**config.mk**
```make
export PLATFORM = sky130hd
export DESIGN_NAME = lsu_ctrl
export DESIGN_NICKNAME = d
export VERILOG_FILES = /design/src/rtl/lsu_pkg.sv /design/src/rtl/lsu_ctrl.sv
export SDC_FILE = /design/constraint.sdc
export NUM_CORES = 1
export LEC_CHECK = 0
export CELL_PAD_IN_SITES_DETAIL_PLACEMENT = 0
export CELL_PAD_IN_SITES_GLOBAL_PLACEMENT = 1
export CORE_MARGIN = 8
export CORE_UTILIZATION = 36
export DETAILED_ROUTE_END_ITERATION = 10
export PLACE_DENSITY_LB_ADDON = 0.1
export SYNTH_ARGS = -nofsm -noshare
export SYNTH_HDL_FRONTEND = slang
export SYNTH_SLANG_ARGS = --single-unit
```
**constraint.sdc**
```tcl
create_clock -name clk -period 3.9 [get_ports clk]
set_input_delay 0.39 -clock clk [delete_from_list [all_inputs] [get_ports clk]]
set_output_delay 0.39 -clock clk [all_outputs]
set_load 0.05 [all_outputs]
```
**src/rtl/lsu_pkg.sv**
```systemverilog
// Shared definitions for the load/store unit: FSM state encoding and the
// default size of the attached byte-wide data memory.
package lsu_pkg;

  localparam int MEM_BYTES_DEFAULT = 32;

  typedef enum logic [2:0] {
    IDLE = 3'd0,
    LO   = 3'd1,
    HI   = 3'd2,
    FIN  = 3'd3,
    RESP = 3'd4,
    ERR  = 3'd5
  } lsu_state_t;

endpackage

```
**src/rtl/lsu_ctrl.sv**
```systemverilog
// Load/store controller: turns one 16-bit pipeline access into two
// little-endian byte accesses on a byte-wide data memory port.
module lsu_ctrl
  import lsu_pkg::*;
#(
  parameter int MEM_BYTES = MEM_BYTES_DEFAULT
) (
  input  logic        clk,
  input  logic        reset,
  input  logic        req_valid,
  output logic        req_ready,
  input  logic        req_write,
  input  logic [15:0] req_addr,
  input  logic [15:0] req_wdata,
  output logic        resp_valid,
  output logic        resp_err,
  output logic [15:0] resp_rdata,
  output logic [15:0] mem_addr,
  output logic        mem_we,
  output logic        mem_re,
  output logic [7:0]  mem_wdata,
  input  logic [7:0]  mem_rdata
);

  // Highest address whose high byte (addr+1) still lies inside the memory.
  localparam logic [15:0] LAST_OK = 16'(MEM_BYTES - 2);

  lsu_state_t  state;
  lsu_state_t  nextstate;
  logic        handshake;
  logic        write;
  logic [15:0] addr;
  logic [15:0] wdata;
  logic [7:0]  lobyte;
  logic [7:0]  hibyte;

  assign handshake = req_valid && (state == IDLE);

  always_ff @(posedge clk or posedge reset) begin
    if (reset) begin
      state <= IDLE;
    end else begin
      state <= nextstate;
    end
  end

  always_comb begin
    nextstate = state;
    case (state)
      IDLE: begin
        if (req_valid) begin
          nextstate = (req_addr > LAST_OK) ? ERR : LO;
        end
      end
      LO:      nextstate = HI;
      HI:      nextstate = write ? RESP : FIN;
      FIN:     nextstate = RESP;
      RESP:    nextstate = IDLE;
      ERR:     nextstate = IDLE;
      default: nextstate = IDLE;
    endcase
  end

  // Read bytes arrive one cycle after their strobe, so the low byte is
  // taken while in HI and the high byte while in FIN.
  always_ff @(posedge clk or posedge reset) begin
    if (reset) begin
      write  <= 1'b0;
      addr   <= 16'h0000;
      wdata  <= 16'h0000;
      lobyte <= 8'h00;
      hibyte <= 8'h00;
    end else begin
      if (handshake) begin
        write  <= req_write;
        addr   <= req_addr;
        wdata  <= req_wdata;
        lobyte <= 8'h00;
        hibyte <= 8'h00;
      end
      if (state == HI && !write) begin
        lobyte <= mem_rdata;
      end
      if (state == FIN) begin
        hibyte <= mem_rdata;
      end
    end
  end

  always_comb begin
    req_ready  = 1'b0;
    resp_valid = 1'b0;
    resp_err   = 1'b0;
    resp_rdata = 16'h0000;
    mem_addr   = 16'h0000;
    mem_we     = 1'b0;
    mem_re     = 1'b0;
    mem_wdata  = 8'h00;
    case (state)
      IDLE: req_ready = 1'b1;
      LO: begin
        mem_addr  = addr;
        mem_wdata = wdata[7:0];
        mem_we    = write;
        mem_re    = !write;
      end
      HI: begin
        mem_addr  = addr + 16'd1;
        mem_wdata = wdata[15:8];
        mem_we    = write;
        mem_re    = !write;
      end
      RESP: begin
        resp_valid = 1'b1;
        resp_rdata = write ? 16'h0000 : {hibyte, lobyte};
      end
      ERR: begin
        resp_valid = 1'b1;
        resp_err   = 1'b1;
      end
      default: ;
    endcase
  end

endmodule

```
# After elaboration in Yosys (flattened, before gate mapping)
# Cells that the tools add are included.
# Widths: inputs -> output; s select.
[totals]
register_bits = 52
latch_bits = 0
ram_bits = 0
romBits = 0
input_bits = 44
memories = 0
[classes]
n_addsub = 1
n_mul = 0
n_div = 0
order_cmp = 1
eq_ne = 6
n_shift = 0
muxes = 16
n_bitwise = 0
reduce_logical = 8
[ops]
columns = ["cell", "count"]
rows = [
  ["$mux 16", 2],
  ["$pmux 16 s2", 1],
  ["$mux 8", 3],
  ["$add 16x1->16 const B", 1],
  ["$gt 16x5->1 const B", 1],
  ["$pmux 8 s2", 1],
  ["$pmux 3 s4", 1],
  ["$mux 3", 3],
  ["$eq 3x2->1 const B", 2],
  ["$eq 3x3->1 const B", 2],
  ["$mux 1", 5],
  ["$reduce_bool 2->1", 2],
  ["$reduce_or 2->1", 2],
  ["$eq 3x1->1 const B", 1],
  ["$logic_not 3->1", 1],
  ["$logic_and 1x1->1", 2],
  ["$ne 2x2->1 const B", 1],
  ["$logic_not 1->1", 1],
]

# Logic depth before layout (Yosys ltp)
[logic_depth]
depth_word = 4
mapped_depth = 7
mapped_depth_nobuf = 5

# Least setup slack after synthesis
# Ideal clock, no wire load.
[synth_timing]
path_kind = "register to output"
from = "register state[0]"
to = "output mem_addr[6]"
arrival_time_ns = 2.311
required_ns = 3.510
setup_slack_ns = 1.199
path_stages_with_launch = 6
path_buffers = 3
path_cell_list = "dfrtp_1 > buf_6 > or3b_1 > buf_6 > buf_6 > o31ai_1"
[synth_via]
elab_chain_cells = 2
elab_cells_between_ends = 3
classes_between = "eq/ne (2); mux (1)"
[synth_rtl]
columns = ["item", "line", "text"]
rows = [
  ["start: declaration", "lsu_ctrl.sv:28", "lsu_state_t state;"],
  ["start signal: assignment", "lsu_ctrl.sv:43", "state <= nextstate;"],
  ["$eq 3x2->1 / $eq 3x1->1 (equally long branches)", "lsu_ctrl.sv:99", "case (state)"],
  ["$pmux 16 s2 *", "lsu_ctrl.sv:99", ""],
  ["end: declaration", "lsu_ctrl.sv:18", "output logic [15:0] mem_addr,"],
]
# Mark *: on every way between the ends. The rest lies on a longest branch, timed or not.

# Worst setup path after layout
[layout_timing]
from = "register state[0]"
to = "output mem_addr[7]"
# The elaborated chain is that of the path after synthesis.

==> run metrics <==
critical path type register to output port; DR iter-0 viols 161; setup ws final 0.617 ns; via count 2557; worst skew pair latency 0.30 ns; Hold Slack 0.479 ns; clock slew at reported path FFs 0.10 ns; Crit. End Element output port; layout cells sized above 1 4.77%; worst min-delay path category input port to async pin; CP most frequent cell a31oi_1; Area Growth Syn to Fin 36.5%; Leak 1.75 nW; Top Ports between 80 and 90; CTS root buf clkbuf_8; CTS Sinks 52; CTS H-Tree Depth 2; Synth Flop Type dfrtp_1; Diodes inserted 0; GPL Wtd Cong 0.785; Synth top area share 47.4%; Critical R2R Launch state[0]; Setup Skew about 0.011 ns; combinational family with the most area after synthesis simple AND/OR/NAND/NOR gates; top-count cell post-synth nand2_1; postcts setup bufs 0; # resized after CTS 0; CTS tree yes; Post-Syn Area 2750 sq um; fin crit share 84.2%; Post-Synth Adder-Cell Area 0.455%; Crit path largest cell delay a little over 0.8 ns; post-synthesis mux area share 0.410%; worst vdd ir a little over 0.3 mV; Cells after Synth 343; EDFF count, synth 0; Setup-failing EPs final 0; library cells used by synthesis 37; Worst slew margin 33.3%; DRC Markers 0; first-pass GRT wire length 12800 microns; most common library cells after synthesis nand2_1, dfrtp_1, and3_1, o21ai_0, nand3_1; Max Root-Sink Buffers 2; Setup WS pre-CTS about 0.94 ns; RSZ-0062 raised after global routing no; Nets around 460; Core Util, Final between 40 and 50%; initial antenna violation count 0; CP Max Fanout 16; Vias/cell around 4.9; Overall Global Routing Usage about 15%; Maximum Capacitance Violations 0; I/O Buffers 88; Worst Setup SP state[0]; Total Routed Length 7910 microns; Synth Area in Simple Gates 33.7%; post-synthesis sequential area ratio 47.4%; crit path DAT 2.89 ns; Detailed Place HPWL 5670 microns; Sum Neg Setup Slack 0 ns; largest cells by area after synthesis dfrtp_1, nand2_1, and3_1; Synth Area in Compound Gates around 13%; Final Hold Viols 0; Max Slew Vio Count 0; CTS buffer count 5; Synth Area in XOR/XNOR 0.638%; CP bufs+invs 1; Site Rows 32; vias in the first global route 2593; Tightest Pin Transition 0.997 ns; Initial Utilization a little over a third; Die Footprint 10700 sq um; Syn Area/Cell 8.01 sq um; critical path's slowest cell clkdlybuf4s50_1; Die H 103 microns; total congestion overflow 0; Final Critical Period approximately 3.3 ns; status finished clean; Pre-antenna DRT Iters 4; crit-path cells or3b_1 -> nor3_4 -> a31oi_1 -> a31oi_1 -> clkdlybuf4s50_1; synth warn 0; critical path launch point type register; wire per inst 15.2 microns; hold-fix buffers at CTS 0; Worst path top cell family by delay simple AND/OR/NAND/NOR gates; #FFs+latches synth 52; core area 7570 sq um; Synth Net Count 388; FMAX 0.305 GHz; cell accounting for the most synthesized area dfrtp_1; Filler Cell Count 763; antenna-violating nets left 0; power density cells 755 nW/um^2; Post-synth ARST share 100%; Die X 103 microns; largest net degree at the start of global routing 52; Crit path required time between 3 and 4 ns
cell usage in the layout (no fill, tap or decap), types with 2 or more instances in the layout:
master and instances:
o21ai_0 17, nor3_1 2, o22ai_1 3, a22o_1 9
and3_1 18, xor2_1 2, inv_1 2, nor4_1 3
nand2_1 144, dfrtp_1 52, clkdlybuf4s50_1 88, nor2_1 4
buf_4 4, nand3_1 13, nand2b_1 3, a31o_2 2
clkbuf_8 5, a21oi_1 6, a21o_1 2, and2_1 7
nor2b_1 2, nand4_1 3, and4_1 2, a31oi_1 8
a41oi_1 2
layout make-up:
cell class | instances | area [sq um] | share of cell area, %
tap | 102 | 128 | 3.40
clock buffer | 5 | 68.8 | 1.83
timing repair buffer | 92 | 911 | 24.3
clock inverter | 2 | 12.5 | 0.334
inverter | 3 | 11.3 | 0.300
multi-input combinational | 265 | 1320 | 35.2
sequential | 52 | 1300 | 34.7
worst paths after layout:
check / endpoint / slack (ns) / cells after the start
setup / recovery: mem_addr[7] / 0.62 / 5
hold / removal: lobyte[0] / 0.48 / 2
setup reg to reg: hibyte[7] / 1.86 / 4
hold reg to reg: wdata[2] / 0.48 / 2
max in group asynchronous: addr[15] / 2.65 / 3
min in group clk: wdata[2] / 0.48 / 2
metal layers:
layer,vias up,global-route usage [%],part of all wire (%)
met5,-,0,0
met4,0,4.89,1.6
met3,10,3.08,5.9
met2,66,26.2,49
met1,1171,18.8,44
li1,1310,-,-
worst reg2reg max path, stage by stage (launching register included):
cell,delay (ns)
dfrtp_1,0.49
nor3_1,0.37
nand2_2,0.65
nand3_1,0.34
nand2_1,0.07
kinds of logic (layout without fill, tap and decap cells):
group,Yosys count,after routing
muxes,1,1
xor gates and xnor gates,2,2
AOI/OAI and AO/OA,54,54
DFF,52,52
adders and majority gates,1,1
and+or+nand+nor,207,207
buffers and inverters,26,102
stage by stage:
step	cell area, sq um	cells	power (W)
global route	3750	521	0.00305
CTS	3750	521	0.00286
floorplan	2750	343	0.00207
finish	3750	521	0.00283
global placement	3670	514	0.00254
detailed placement	3670	514	0.00256
report_power, final:
group | total [W] | internal, W | switching (W)
Sequential | 0.000979 | 0.000777 | 0.000202
Clock | 0.000298 | 0.000122 | 0.000176
Combinational | 0.00155 | 0.000524 | 0.00103
registers in the layout (all words and copies together), names as in the netlist:
name	cells
addr	16
hibyte	8
lobyte	8
state	3
wdata	16
write	1
Note: power is estimated with default switching activity, not from simulation.
